**src/rtl/rf_wr_if.sv**
```systemverilog
// rf_wr_if: writeback handshake bundle for the two register-file write requesters.
//   a_valid/a_addr/a_data, b_valid/b_addr/b_data : requester -> arbiter
//   a_ready, b_ready                              : arbiter -> requester (grant)
//   master = requester side, slave = arbiter side.
interface rf_wr_if #(
    parameter int BUS_WIDTH  = 8,
    parameter int ADDR_WIDTH = 5
);
    logic                  a_valid;
    logic                  a_ready;
    logic [ADDR_WIDTH-1:0] a_addr;
    logic [BUS_WIDTH-1:0]  a_data;
    logic                  b_valid;
    logic                  b_ready;
    logic [ADDR_WIDTH-1:0] b_addr;
    logic [BUS_WIDTH-1:0]  b_data;
    modport master (output a_valid, a_addr, a_data, b_valid, b_addr, b_data, input a_ready, b_ready);
    modport slave  (input a_valid, a_addr, a_data, b_valid, b_addr, b_data, output a_ready, b_ready);
endinterface

```
**src/rtl/rf_write_arbiter.sv**
```systemverilog
// rf_write_arbiter: round-robin share of the register-file write port between A (ALU) and B (load/IO).
//   clk, rst_n (sync, active low), stall : control
//   req (rf_wr_if.slave)                  : A/B valid/ready/addr/data handshakes
//   rf_we, rf_wr_addr, rf_wr_data         : registered register-file write port
//   last_b                                : 1 when B won the most recent grant
//   RF_WR_BYPASS_EN: adds byp_rd_*/byp_rs_* read-port forwarding of the in-flight write.
module rf_write_arbiter #(
    parameter int BUS_WIDTH  = 8,
    parameter int ADDR_WIDTH = 5
) (
    input  logic                  clk,
    input  logic                  rst_n,
    input  logic                  stall,
    rf_wr_if.slave                req,
    output logic                  rf_we,
    output logic [ADDR_WIDTH-1:0] rf_wr_addr,
    output logic [BUS_WIDTH-1:0]  rf_wr_data,
    output logic                  last_b
`ifdef RF_WR_BYPASS_EN
    ,
    input  logic [ADDR_WIDTH-1:0] byp_rd_addr,
    input  logic [ADDR_WIDTH-1:0] byp_rs_addr,
    input  logic [BUS_WIDTH-1:0]  byp_rd_in,
    input  logic [BUS_WIDTH-1:0]  byp_rs_in,
    output logic [BUS_WIDTH-1:0]  byp_rd_out,
    output logic [BUS_WIDTH-1:0]  byp_rs_out
`endif
);
    logic gnt_a, gnt_b;
    // On a tie the requester that did not win last time gets the port.
    always_comb begin
        gnt_a = rst_n && !stall && req.a_valid && (!req.b_valid || last_b);
        gnt_b = rst_n && !stall && req.b_valid && (!req.a_valid || !last_b);
    end
    assign req.a_ready = gnt_a;
    assign req.b_ready = gnt_b;
    always_ff @(posedge clk) begin
        if (!rst_n) begin
            rf_we      <= 1'b0;
            rf_wr_addr <= '0;
            rf_wr_data <= '0;
            last_b     <= 1'b1;
        end else begin
            // %0 writes still complete and latch addr/data, they just never enable.
            rf_we <= gnt_a ? (req.a_addr != '0) : gnt_b ? (req.b_addr != '0) : 1'b0;
            if (gnt_a || gnt_b) begin
                rf_wr_addr <= gnt_a ? req.a_addr : req.b_addr;
                rf_wr_data <= gnt_a ? req.a_data : req.b_data;
                last_b     <= gnt_b;
            end
        end
    end
`ifdef RF_WR_BYPASS_EN
    assign byp_rd_out = (rf_we && rf_wr_addr == byp_rd_addr) ? rf_wr_data : byp_rd_in;
    assign byp_rs_out = (rf_we && rf_wr_addr == byp_rs_addr) ? rf_wr_data : byp_rs_in;
`endif
endmodule
```
**src/flat_wrapper.sv**
```systemverilog
// flat-port wrapper written by rule: the top's interface ports become plain ports
module rf_write_arbiter_flat 
#(
    parameter int BUS_WIDTH  = 8,
    parameter int ADDR_WIDTH = 5
)
  (clk, rst_n, stall, rf_we, rf_wr_addr, rf_wr_data, last_b, req_a_valid, req_a_addr, req_a_data, req_b_valid, req_b_addr, req_b_data, req_a_ready, req_b_ready);
  rf_wr_if #(.BUS_WIDTH(BUS_WIDTH), .ADDR_WIDTH(ADDR_WIDTH)) req_i ();
  input  logic clk;
  input  logic rst_n;
  input  logic stall;
  output logic rf_we;
  output logic [ADDR_WIDTH-1:0] rf_wr_addr;
  output logic [BUS_WIDTH-1:0] rf_wr_data;
  output logic last_b;
  input wire logic [$bits(req_i.a_valid)-1:0] req_a_valid;
  input wire logic [$bits(req_i.a_addr)-1:0] req_a_addr;
  input wire logic [$bits(req_i.a_data)-1:0] req_a_data;
  input wire logic [$bits(req_i.b_valid)-1:0] req_b_valid;
  input wire logic [$bits(req_i.b_addr)-1:0] req_b_addr;
  input wire logic [$bits(req_i.b_data)-1:0] req_b_data;
  output wire logic [$bits(req_i.a_ready)-1:0] req_a_ready;
  output wire logic [$bits(req_i.b_ready)-1:0] req_b_ready;
  assign req_i.a_valid = req_a_valid;
  assign req_i.a_addr = req_a_addr;
  assign req_i.a_data = req_a_data;
  assign req_i.b_valid = req_b_valid;
  assign req_i.b_addr = req_b_addr;
  assign req_i.b_data = req_b_data;
  assign req_a_ready = req_i.a_ready;
  assign req_b_ready = req_i.b_ready;
  rf_write_arbiter #(.BUS_WIDTH(BUS_WIDTH), .ADDR_WIDTH(ADDR_WIDTH)) u_core (.clk(clk), .rst_n(rst_n), .stall(stall), .req(req_i), .rf_we(rf_we), .rf_wr_addr(rf_wr_addr), .rf_wr_data(rf_wr_data), .last_b(last_b));
endmodule
```
**config.mk**
```make
export PLATFORM = sky130hd
export DESIGN_NAME = rf_write_arbiter_flat
export DESIGN_NICKNAME = d
export VERILOG_FILES = /design/src/rtl/rf_wr_if.sv /design/src/rtl/rf_write_arbiter.sv /design/src/flat_wrapper.sv
export SDC_FILE = /design/constraint.sdc
export NUM_CORES = 1
export LEC_CHECK = 0
export CAP_MARGIN = 30
export CORE_AREA = 5 5 56 58
export CTS_CLUSTER_DIAMETER = 80
export CTS_CLUSTER_SIZE = 16
export DETAILED_ROUTE_END_ITERATION = 10
export DIE_AREA = 0 0 61 63
export PLACE_DENSITY = 0.75
export SLEW_MARGIN = 20
export SYNTH_ARGS = -nofsm -noshare
export SYNTH_HDL_FRONTEND = slang
export SYNTH_SLANG_ARGS = --single-unit
```
**constraint.sdc**
```tcl
create_clock -name clk -period 3.38 [get_ports clk]
set_clock_uncertainty 0.05 [all_clocks]
set_input_delay 1.014 -clock clk [delete_from_list [all_inputs] [get_ports clk]]
set_output_delay 1.014 -clock clk [all_outputs]
set_load 0.02 [all_outputs]
```
==> metrics, run 1 <==
Mapped Cells 82; Rel. slew slack 78.9%; most frequent cells in the layout clkdlybuf4s50_1 (45), dfxtp_1 (15), nand2_1 (10), buf_4 (10); per-cell routed wire length 15.3 um; core area 0.00262 sq mm; Synth-to-Final Area Change 71.7%; Max stage delay on crit path 0.49 ns; GR Overflow Total 0; XOR/XNOR Fraction of Synth Area 0%; crit-path cells clkdlybuf4s50_1, nor2b_2, nand3_2, inv_2, dlygate4sd2_1; DRC viols 0; Crit path required time 2.32 ns; Post-Syn Area 778 sq um; compound-gate portion of the synthesized area 35.5%; post-synthesis sequential area ratio 38.6%; Iter 0 DRT Violations 11; Hold Fails Final Rpt 0; WP depth 5; Yosys cell types 22; Hold Crit Class reg2reg; Worst-Margin Slew 0.316 ns; setup_tns 0 ns; Synthesized Nets 113; FF+latch count, synth 15; first-pass GRT wire length 4.26 mm; IO Port Bufs 47; R2R Path Start u_core.last_b$_SDFFE_PN1P_; cells on worst reg2reg path 4; largest family of logic cells by synthesized area compound AO/OA/AOI/OAI gates; Initial Util 29.8%; CP max-delay cell clkdlybuf4s50_1; min Tclk post-route 3.26 ns; NumNets Final 167; post-CTS setup buffer count 0; I/O pin count 48; fraction of layout cells with a size suffix above 1 12.6%; Mean Syn Cell Area 9.49 sq um; Max VDD drop 213 uV; vias in the first global route 957; Die H 63 um; DRT Pass-1 Iters 4; gr usage total 14.1%; Critical Path Fanout Max 3; CP startpoint kind input port; RD Place Congestion 0.791; Crit Path Category in2out; count of cells resized by post-cts repair 3; clk_lat worst skew 0.27 ns; antenna viol nets, final 0; antenna cells 0; CTS H-tree depth 1; die area 0.00384 sq mm; Final Util 51.1%; Clock Path Buffers 2; hold path depth 2; initial antenna violation count 0; CTS Buf Count 3; CTS tree done; PD cells 317 mW/mm^2; HP Start u_core.last_b$_SDFFE_PN1P_; clk sinks 15; period utilisation layout 96.5%; most common cell after layout, fill and taps aside clkdlybuf4s50_1; Final Max Slew Viols 0; DR vias 863; row count 19; CP bufs+invs 3; adder-cell area share of the yosys netlist 0%; Max-Cap Viols 0; Hold EP u_core.last_b$_SDFFE_PN1P_; setup slack, reg-to-reg 2.12 ns; die width 61 um; Final setup viols 0; vias per cell 5.20; RSZ-0062 raised after global routing no; clock slew seen by the registers of the worst setup and hold paths 0.09 ns; Worst R2R End u_core.rf_wr_data[6]$_SDFFE_PN0P_; status finished, final reports clean; dpl hpwl 1.99 mm; WL final 2.54 mm; number of warnings issued by yosys 0; fraction of synthesized area in multiplexers 0%; root buffer cell clkbuf_4; CP arrival 2.20 ns; Crit. End Element output port; highest clock rate 0.307 GHz; Synth Area in Simple Gates 18.6%; CP delay by family, top buffers and inverters; largest net degree at the start of global routing 18; Pleak 0.528 nW; Hold-fix buffers, CTS 0
[cell families after synthesis]
| logic type | count (synthesis) |
|---|---|
| flops | 15 |
| compound gates | 31 |
| simple gates | 27 |
| buf+inv | 9 |
[stage by stage]
stage | std cells | hold WS, ns | total power, mW | cell area [sq um] | setup slack [ns]
after floorplan | 82 | 0.522 | 0.254 | 778 | 0.579
after global placement | 162 | 0.453 | 0.327 | 1310 | -0.158
after detailed placement | 162 | 0.464 | 0.329 | 1310 | -0.214
after CTS | 166 | 0.477 | 0.428 | 1340 | 0.106
after global routing | 166 | 0.520 | 0.446 | 1340 | 0.0494
final | 166 | 0.478 | 0.424 | 1340 | 0.119
[report_power, final]
group / switching, mW / internal (mW) / leakage, nW
sequential: 0.00641 / 0.189 / 0.123
combinational: 0.0533 / 0.0762 / 0.389
clock: 0.0534 / 0.0457 / 0.0150
[metal layers]
metal  routed length, um  GRT usage (%)  up-vias
met3                 250           4.75        6
met1                1080           18.4      388
met5                   0              0        -
met4                  44           4.88        0
li1                    -              -      427
met2                1170           21.3       42
[final cells by class]
cell class,instances,area [sq um]
Multi-Input combinational cell,58,424
Timing Repair Buffer,57,543
Fill cell,263,1280
Clock buffer,4,26.3
Tap cell,31,38.8
Inverter,1,3.75
Sequential cell,15,300
[how the worst max path moves through the flow]
stage,end,start,slack (ns)
2_1_floorplan,req_a_ready,req_b_valid,0.58
3_3_place_gp,req_b_ready,rst_n,-0.16
3_5_place_dp,req_b_ready,rst_n,-0.21
4_1_cts,req_b_ready,rst_n,0.11
5_1_grt,req_b_ready,rst_n,0.05
6_report,req_b_ready,rst_n,0.12
[worst reg2reg max path: cells and delay by family, from the launching register on]
family          cells  cell delay [ns]
compound gates      2             0.35
flops               1             0.35
buf+inv             1             0.24
simple gates        1             0.16
[Yosys cell counts (all sizes together)]
cell	count	area, sq um
nor2	3	11.3
o21bai	1	7.51
nor2b	2	12.5
buf	6	45.0
o221a	8	90.1
o32ai	1	8.76
a221o	5	50.1
or4	2	15.0
nand2	10	37.5
clkbuf	2	7.51
inv	1	3.75
nand3	2	15.0
and3	5	31.3
nand3b	1	7.51
and2	1	8.76
or2	1	6.26
o21a	8	60.1
dfxtp	15	300
o211ai	8	60.1
[flip-flops by register name, indices dropped and copies added (netlist names)]
register and count:
u_core.rf_wr_data 8, u_core.rf_wr_addr 5, u_core.rf_we 1, u_core.last_b 1
No activity file was read; power rests on OpenSTA's default activity.
==> run 2, diff against run 1 <==
HOLD_SLACK_MARGIN = 0.15   (was default)
SLEW_MARGIN = default   (was 20)
==> results of run 2 <==
Same layout as run 1: the final DEF is identical, and so are final timing and power.
==> run 3, diff against run 2 <==
TNS_END_PERCENT = 20   (was default)
==> results of run 3 <==
Same layout as run 1: the final DEF is identical, and so are final timing and power.
